[src/rtl/serial_sub_pkg.sv]
// Shared types and sizing helpers for the digit-serial subtractor.
package serial_sub_pkg;

    typedef enum logic [1:0] {IDLE, RUN, DONE} sub_state_t;

    localparam int WIDTH_DEF = 32;
    localparam int DIGIT_DEF = 4;
    localparam int NDIG      = WIDTH_DEF / DIGIT_DEF;

    // A single-digit datapath still needs a one-bit counter.
    function automatic int cntWidth(input int nDig);
        return (nDig > 1) ? $clog2(nDig) : 1;
    endfunction

endpackage

[src/rtl/digit_sub_slice.sv]
// One DIGIT-wide slice of a - b computed as a + ~b + cin.
module digit_sub_slice
    import serial_sub_pkg::*;
#(
    parameter int DIGIT = DIGIT_DEF
) (
    input  logic [DIGIT-1:0] a_i,
    input  logic [DIGIT-1:0] b_i,
    input  logic             cin_i,
    output logic [DIGIT-1:0] sum_o,
    output logic             cout_o
);

    assign {cout_o, sum_o} = {1'b0, a_i} + {1'b0, ~b_i} + {{DIGIT{1'b0}}, cin_i};

endmodule

[src/rtl/serial_subtractor.sv]
// Digit-serial two's-complement subtractor: minuend - subtrahend over
// WIDTH/DIGIT cycles, with valid/ready handshakes on both sides.
module serial_subtractor
    import serial_sub_pkg::*;
#(
    parameter int WIDTH = WIDTH_DEF,
    parameter int DIGIT = DIGIT_DEF
) (
    input  logic             clk,
    input  logic             rst_n,
    input  logic             in_valid,
    output logic             in_ready,
    input  logic [WIDTH-1:0] minuend,
    input  logic [WIDTH-1:0] subtrahend,
    output logic             out_valid,
    input  logic             out_ready,
    output logic [WIDTH-1:0] difference,
    output logic             borrow_out,
    output logic             overflow
);

    localparam int NUM_DIG = WIDTH / DIGIT;
    localparam int CNT_W   = cntWidth(NUM_DIG);
    localparam logic [CNT_W-1:0] LAST_DIG = CNT_W'(NUM_DIG - 1);

    generate
        if ((DIGIT < 1) || (DIGIT > WIDTH) || ((WIDTH % DIGIT) != 0)) begin : g_bad_params
            $error("serial_subtractor: WIDTH must be a positive multiple of DIGIT");
        end
    endgenerate

    sub_state_t        state_q;
    sub_state_t        state_d;
    logic [WIDTH-1:0]  opA_q;
    logic [WIDTH-1:0]  opB_q;
    logic [WIDTH-1:0]  res_q;
    logic [WIDTH-1:0]  diff_q;
    logic              carry_q;
    logic [CNT_W-1:0]  cnt_q;
    logic              borrow_q;
    logic              ovf_q;
    logic [DIGIT-1:0]  sliceSum;
    logic              sliceCout;
    logic              lastDig;
    logic [WIDTH-1:0]  resNext;

    digit_sub_slice #(.DIGIT(DIGIT)) u_slice (
        .a_i    (opA_q[DIGIT-1:0]),
        .b_i    (opB_q[DIGIT-1:0]),
        .cin_i  (carry_q),
        .sum_o  (sliceSum),
        .cout_o (sliceCout)
    );

    assign lastDig = (cnt_q == LAST_DIG);
    // New digits enter at the top so digit 0 ends up in the LSBs.
    assign resNext = (res_q >> DIGIT) | (WIDTH'(sliceSum) << (WIDTH - DIGIT));

    always_ff @(posedge clk) begin
        if (!rst_n) state_q <= IDLE;
        else        state_q <= state_d;
    end

    always_comb begin
        state_d = state_q;
        case (state_q)
            IDLE:    if (in_valid)  state_d = RUN;
            RUN:     if (lastDig)   state_d = DONE;
            DONE:    if (out_ready) state_d = IDLE;
            default:                state_d = IDLE;
        endcase
    end

    always_comb begin
        in_ready  = (state_q == IDLE);
        out_valid = (state_q == DONE);
    end

    // The top bits of the operand digits on the last step are the sign bits.
    always_ff @(posedge clk) begin
        if (!rst_n) begin
            opA_q    <= '0;
            opB_q    <= '0;
            res_q    <= '0;
            diff_q   <= '0;
            carry_q  <= 1'b0;
            cnt_q    <= '0;
            borrow_q <= 1'b0;
            ovf_q    <= 1'b0;
        end else begin
            case (state_q)
                IDLE: begin
                    if (in_valid) begin
                        opA_q   <= minuend;
                        opB_q   <= subtrahend;
                        cnt_q   <= '0;
                        carry_q <= 1'b1;
                    end
                end
                RUN: begin
                    opA_q   <= opA_q >> DIGIT;
                    opB_q   <= opB_q >> DIGIT;
                    res_q   <= resNext;
                    carry_q <= sliceCout;
                    cnt_q   <= cnt_q + CNT_W'(1);
                    if (lastDig) begin
                        diff_q   <= resNext;
                        borrow_q <= ~sliceCout;
                        ovf_q    <= (opA_q[DIGIT-1] != opB_q[DIGIT-1]) &&
                                    (sliceSum[DIGIT-1] != opA_q[DIGIT-1]);
                    end
                end
                default: ;
            endcase
        end
    end

    assign difference = diff_q;
    assign borrow_out = borrow_q;
    assign overflow   = ovf_q;

endmodule

[config.mk]
export PLATFORM = sky130hd
export DESIGN_NAME = serial_subtractor
export DESIGN_NICKNAME = d
export VERILOG_FILES = /design/src/rtl/serial_sub_pkg.sv /design/src/rtl/digit_sub_slice.sv /design/src/rtl/serial_subtractor.sv
export SDC_FILE = /design/constraint.sdc
export NUM_CORES = 1
export LEC_CHECK = 0
export ABC_AREA = 1
export CELL_PAD_IN_SITES_DETAIL_PLACEMENT = 0
export CELL_PAD_IN_SITES_GLOBAL_PLACEMENT = 2
export CORE_AREA = 2 2 132 160
export DETAILED_ROUTE_END_ITERATION = 16
export DIE_AREA = 0 0 134 162
export HOLD_SLACK_MARGIN = 0.03
export PLACE_DENSITY = 0.81
export SLEW_MARGIN = 20
export SYNTH_ARGS = -nofsm -noshare
export SYNTH_HDL_FRONTEND = slang
export SYNTH_SLANG_ARGS = --single-unit
[constraint.sdc]
create_clock -name clk -period 1.6 [get_ports clk]
set_input_delay 0.48 -clock clk [delete_from_list [all_inputs] [get_ports clk]]
set_output_delay 0.48 -clock clk [all_outputs]
set_load 0.02 [all_outputs]
=== After elaboration in Yosys (flattened, before gate mapping) ===
Index checks and enable logic that the tools add are counted.
W data, S select, Z words.

* Register bits after elaboration: 136
* Bits of input ports: 68
* Output and inout bits: 36

* Add/sub/neg operators: 3
* Eq/ne operators: 8
* Mux-type cells: 12
* Bitwise gates (word level): 3
* Reduce and logical (&&, ||, !) cells: 6

{| class="wikitable"
|+ Operators with widths
! kind !! number
|-
| $pmux W32 S2 || 2
|-
| $mux W32 || 2
|-
| $or A28 B32 Y32 || 1
|-
| $mux W2 || 3
|-
| $pmux W2 S3 || 1
|-
| $pmux W3 S2 || 1
|-
| $add A4 B4 Y5 || 1
|-
| $add A5 B1 Y5 || 1
|-
| $ne A2 B2 Y1 const B || 2
|-
| $not A4 Y4 || 1
|-
| $reduce_and A2 Y1 || 2
|-
| $add A3 B1 Y3 const B || 1
|-
| $eq A3 B3 Y1 const B || 1
|-
| $mux W3 || 1
|-
| $reduce_and A3 Y1 || 1
|-
| $eq A2 B1 Y1 const B || 1
|-
| $eq A2 B2 Y1 const B || 1
|-
| $logic_not A2 Y1 || 1
|-
| $ne A1 B1 Y1 || 2
|-
| $ne A2 B1 Y1 const B || 1
|-
| $pmux W1 S2 || 1
|-
| $reduce_bool A2 Y1 || 1
|-
| $logic_and A1 B1 Y1 || 1
|-
| $mux W1 || 1
|-
| $not A1 Y1 || 1
|}

=== Depth between registers and ports, before layout ===
* Depth in word-level cells: 5
* Gate-level depth with buffers: 9
* Mapped depth without buffers: 8

=== Hierarchy ===
From an unflattened synthesis, not the netlist that was laid out.

* Cell total of the unflattened synthesis: 915
* Area total of the unflattened synthesis: 5944.5 sq um

{| class="wikitable"
|+ Modules (own cells, without submodules)
! module !! times used !! cells each !! area each (sq um)
|-
| serial_subtractor || 1 || 888 || 5769.3
|-
| digit_sub_slice || 1 || 27 || 175.2
|}

=== Worst setup path before layout ===
Ideal clock, no wire load.

* Path kind: register to register
* Start: reg opB_q[0]
* End: reg carry_q
* Library setup time: 115 ps
* Data arrival time: 1523 ps
* Required time: 1485 ps
* Slack: -38 ps
* Cell stages (with the launch flop): 8
* Path buffers: 0
* Clock period less this slack: 1638 ps
* Path through: dfxtp_1 inv_1 fa_1 fa_1 a21oi_1 o21bai_1 nor2_1 nor2_1

* Word-level cells in the longest chain between the ends: 4

{| class="wikitable"
|+ Ends and longest elaborated chain
! element !! RTL line !! RTL
|-
| start, declared || serial_subtractor.sv:35 || <nowiki>logic [WIDTH-1:0] opB_q;</nowiki>
|-
| start signal, assigned || serial_subtractor.sv:95 || <nowiki>opB_q <= subtrahend;</nowiki>
|-
| start signal, assigned || serial_subtractor.sv:102 || <nowiki>opB_q <= opB_q >> DIGIT;</nowiki>
|-
| $not A4 Y4 || digit_sub_slice.sv:14 || <nowiki>assign {cout_o, sum_o} = {1'b0, a_i} + {1'b0, ~b_i} + {{DIGIT{1'b0}}, cin_i};</nowiki>
|-
| $add A4 B4 Y5 || digit_sub_slice.sv:14 ||
|-
| $add A5 B1 Y5 || digit_sub_slice.sv:14 ||
|-
| $pmux W1 S2 || serial_subtractor.sv:91 || <nowiki>case (state_q)</nowiki>
|-
| end signal, assigned || serial_subtractor.sv:104 || <nowiki>carry_q <= sliceCout;</nowiki>
|-
| end, declared || serial_subtractor.sv:38 || <nowiki>logic carry_q;</nowiki>
|}

No other way between the ends.
A chain may end at the register's enable or synchronous reset.

=== Final worst setup path ===
Ends and elaborated chain as after synthesis.

==> reports/qor.yml <==
outcome:
  status: "finished with violations"
  violations: "setup timing"
timing:
  drv_slew: 0
  max_slew_margin_pct: 56.36
  rsz0062_at_grt: "yes"
  fin_crit_sh_pct: 102.9
  layout_setup_ws_ns: -0.04648
  hold_violations: 0
  skew_ns: 0.006429
  min_period_ns: 1.646
  tightest_slew_ns: 0.6536
  fmax_mhz: 607.4
  setup_viol: 2
floorplan:
  start_util_pct: 25.70
  ios: 104
  die_area_mm2: 0.02171
  die_x_um: 134
  die_h_um: 162
  num_rows: 57
  coreArea_mm2: 0.02004
finish:
  final_common_cell: "dfxtp_1"
  fillers: 2155
  drive_gt1_share_pct: 10.17
  utilization_pct: 35.48
  synthToLayoutAreaGrowth_pct: 38.07
  n_antenna_cell: 0
  final_nets: 830
  layout_common_cells: "dfxtp_1 (129), nor2_1 (128), nand2_1 (92)"
yosys:
  synth_edf_count: 0
  ys_async_sr_fraction_pct: 0
  ys_dominant_reg_cell: "dfxtp_1"
  postSynthCellCount: 660
  synth.avg_cell_area_um2: 7.803
  synth.distinct_cells: 22
  ys_seq_area_share_pct: 51.31
  synth_area_mm2: 0.005150
  synth_fp_nets: 735
  synth_seq_cells: 132
  yosys_warnings: 0
clock_tree:
  clk_latency_ns: 0.41
  clock-root-buffer: "clkbuf_16"
  cts_tree: "yes"
  cts_max_path_buffers: 2
  numCtsBuffers: 17
  cts.sinks: 132
  cts_htree_levels: 4
  clk_pin_slew_ns: 0.05
setup_path:
  path_class: "reg2reg"
  cp-start-kind: "flip-flop"
  critPathArrivalTime_ns: 1.95
  crit_fanout: 2
  end_kind: "flip-flop"
  required_ns: 1.91
pwr:
  ir_drop_mv: 0.7045
  p_leak_nw: 2.800
  power_mw: 8.193
  power_density_mw_per_mm2: 1152
place:
  io_buffers: 103
  place_congestion: 0.7371
  hpwl_mm: 9.471
  place_ws_ns: -0.2056
global_routing:
  gr-total-overflow: 0
  grt_pass1_wl_mm: 23.44
  grt_pass1_vias: 4579
  grt_max_degree: 60
  antenna_found_initial: 0
  grtUsageTotal_pct: 13.62
route:
  wl_mm: 14.10
  drt_iter0_drc: 176
  vias: 4657
  route.detailed.drc: 0
  wl_per_cell_um: 13.66
  via_per_inst: 4.513
  firstDrtPassIters: 6
  final_antenna_net_count: 0
run:
  drv_cap: 0
min_path:
  min_path_type: "reg2reg"
## where the power goes
part           internal (mW)  switching (mW)
Sequential              3.50           0.125
Clock                   2.21            1.37
Combinational          0.465           0.523
## final cells by class
type | instances | area, um2 | share of cell area (%)
multi-input cells | 458 | 2233 | 31.41
well taps | 265 | 331.6 | 4.663
clock buffers | 27 | 523.0 | 7.355
flip-flops and latches | 132 | 2649 | 37.25
clock inverters | 4 | 20.02 | 0.2815
inverters | 18 | 67.56 | 0.9502
repair buffers | 128 | 1286 | 18.09
## worst max-delay path, stage by stage (launching register included)
cell and delay (ns):
dfxtp_2 0.33, inv_2 0.04, fa_2 0.39, fa_2 0.39
a21oi_2 0.15, o21bai_1 0.10, nor2_1 0.10, nor2_1 0.04
## cell families (layout without fill, tap and decap cells)
| kind of cell | Yosys count | after routing | share of synthesized area, % |
|---|---|---|---|
| fa+ha+maj | 7 | 7 | 1.992 |
| buf+inv | 70 | 177 | 6.147 |
| compound gates | 208 | 208 | 22.21 |
| simple gates | 242 | 242 | 18.17 |
| xor+xnor | 1 | 1 | 0.1701 |
| flops | 132 | 132 | 51.31 |
## synthesized netlist by cell type, types with 2 or more instances
cell type | n | area [um2]
buf_2 | 19 | 95.09
nand2_1 | 93 | 349.1
fa_1 | 2 | 40.04
nor2_1 | 130 | 488.0
o211ai_1 | 20 | 150.1
o21ai_0 | 67 | 335.3
a21oi_1 | 79 | 395.4
o21ai_1 | 3 | 15.01
clkbuf_1 | 24 | 90.09
nand2_2 | 2 | 12.51
inv_2 | 3 | 11.26
nand3_1 | 16 | 80.08
dfxtp_1 | 132 | 2643
buf_4 | 8 | 60.06
inv_1 | 15 | 56.30
ha_1 | 5 | 62.56
a211oi_1 | 2 | 15.01
o22ai_1 | 36 | 225.2
## sequential cells by signal (all words and copies together) (netlist names)
name        flops
difference     32
state_q         2
opA_q          32
opB_q          32
cnt_q           3
overflow        1
borrow_out      1
carry_q         1
res_q          28
## worst paths after layout
kind / slack, ns / endpoint / depth (start not counted) / startpoint
setup reg to reg: -0.05 / carry_q / 7 / opB_q[0]
hold / removal: 0.45 / difference[17] / 2 / difference[17]
hold reg to reg: 0.45 / difference[17] / 2 / difference[17]
setup / recovery: -0.05 / carry_q / 7 / opB_q[0]
## metrics by stage
| stage | instance area [um2] | hold WS (ns) | instances | TNS (ns) |
|---|---|---|---|---|
| 2_1_floorplan | 5152 | 0.4289 | 660 | 0 |
| 3_3_place_gp | 6546 | 0.4425 | 1000 | -7.793 |
| 3_5_place_dp | 6546 | 0.4519 | 1000 | -10.05 |
| 4_1_cts | 7073 | 0.4565 | 1031 | -0.08719 |
| 5_1_grt | 7111 | 0.4674 | 1032 | -0.3608 |
| 6_report | 7111 | 0.4546 | 1032 | -0.05050 |
## metal layers
| layer | up-vias | track usage (%) | routed length [um] |
|---|---|---|---|
| li1 | 2413 | - | - |
| met1 | 2141 | 17.44 | 6854 |
| met2 | 88 | 22.26 | 6561 |
| met3 | 15 | 3.246 | 462 |
| met4 | 0 | 5.077 | 220 |
| met5 | - | 0 | 0 |
## what timing repair did
item,4_1_cts,5_1_grt
hold buffers,0,0
gates resized for setup,59,30
endpoints found under the setup margin,42,27
pin swaps,5,11
endpoints found under the hold margin,0,0
buffers inserted,0,1
(Power assumes the default switching activity.)
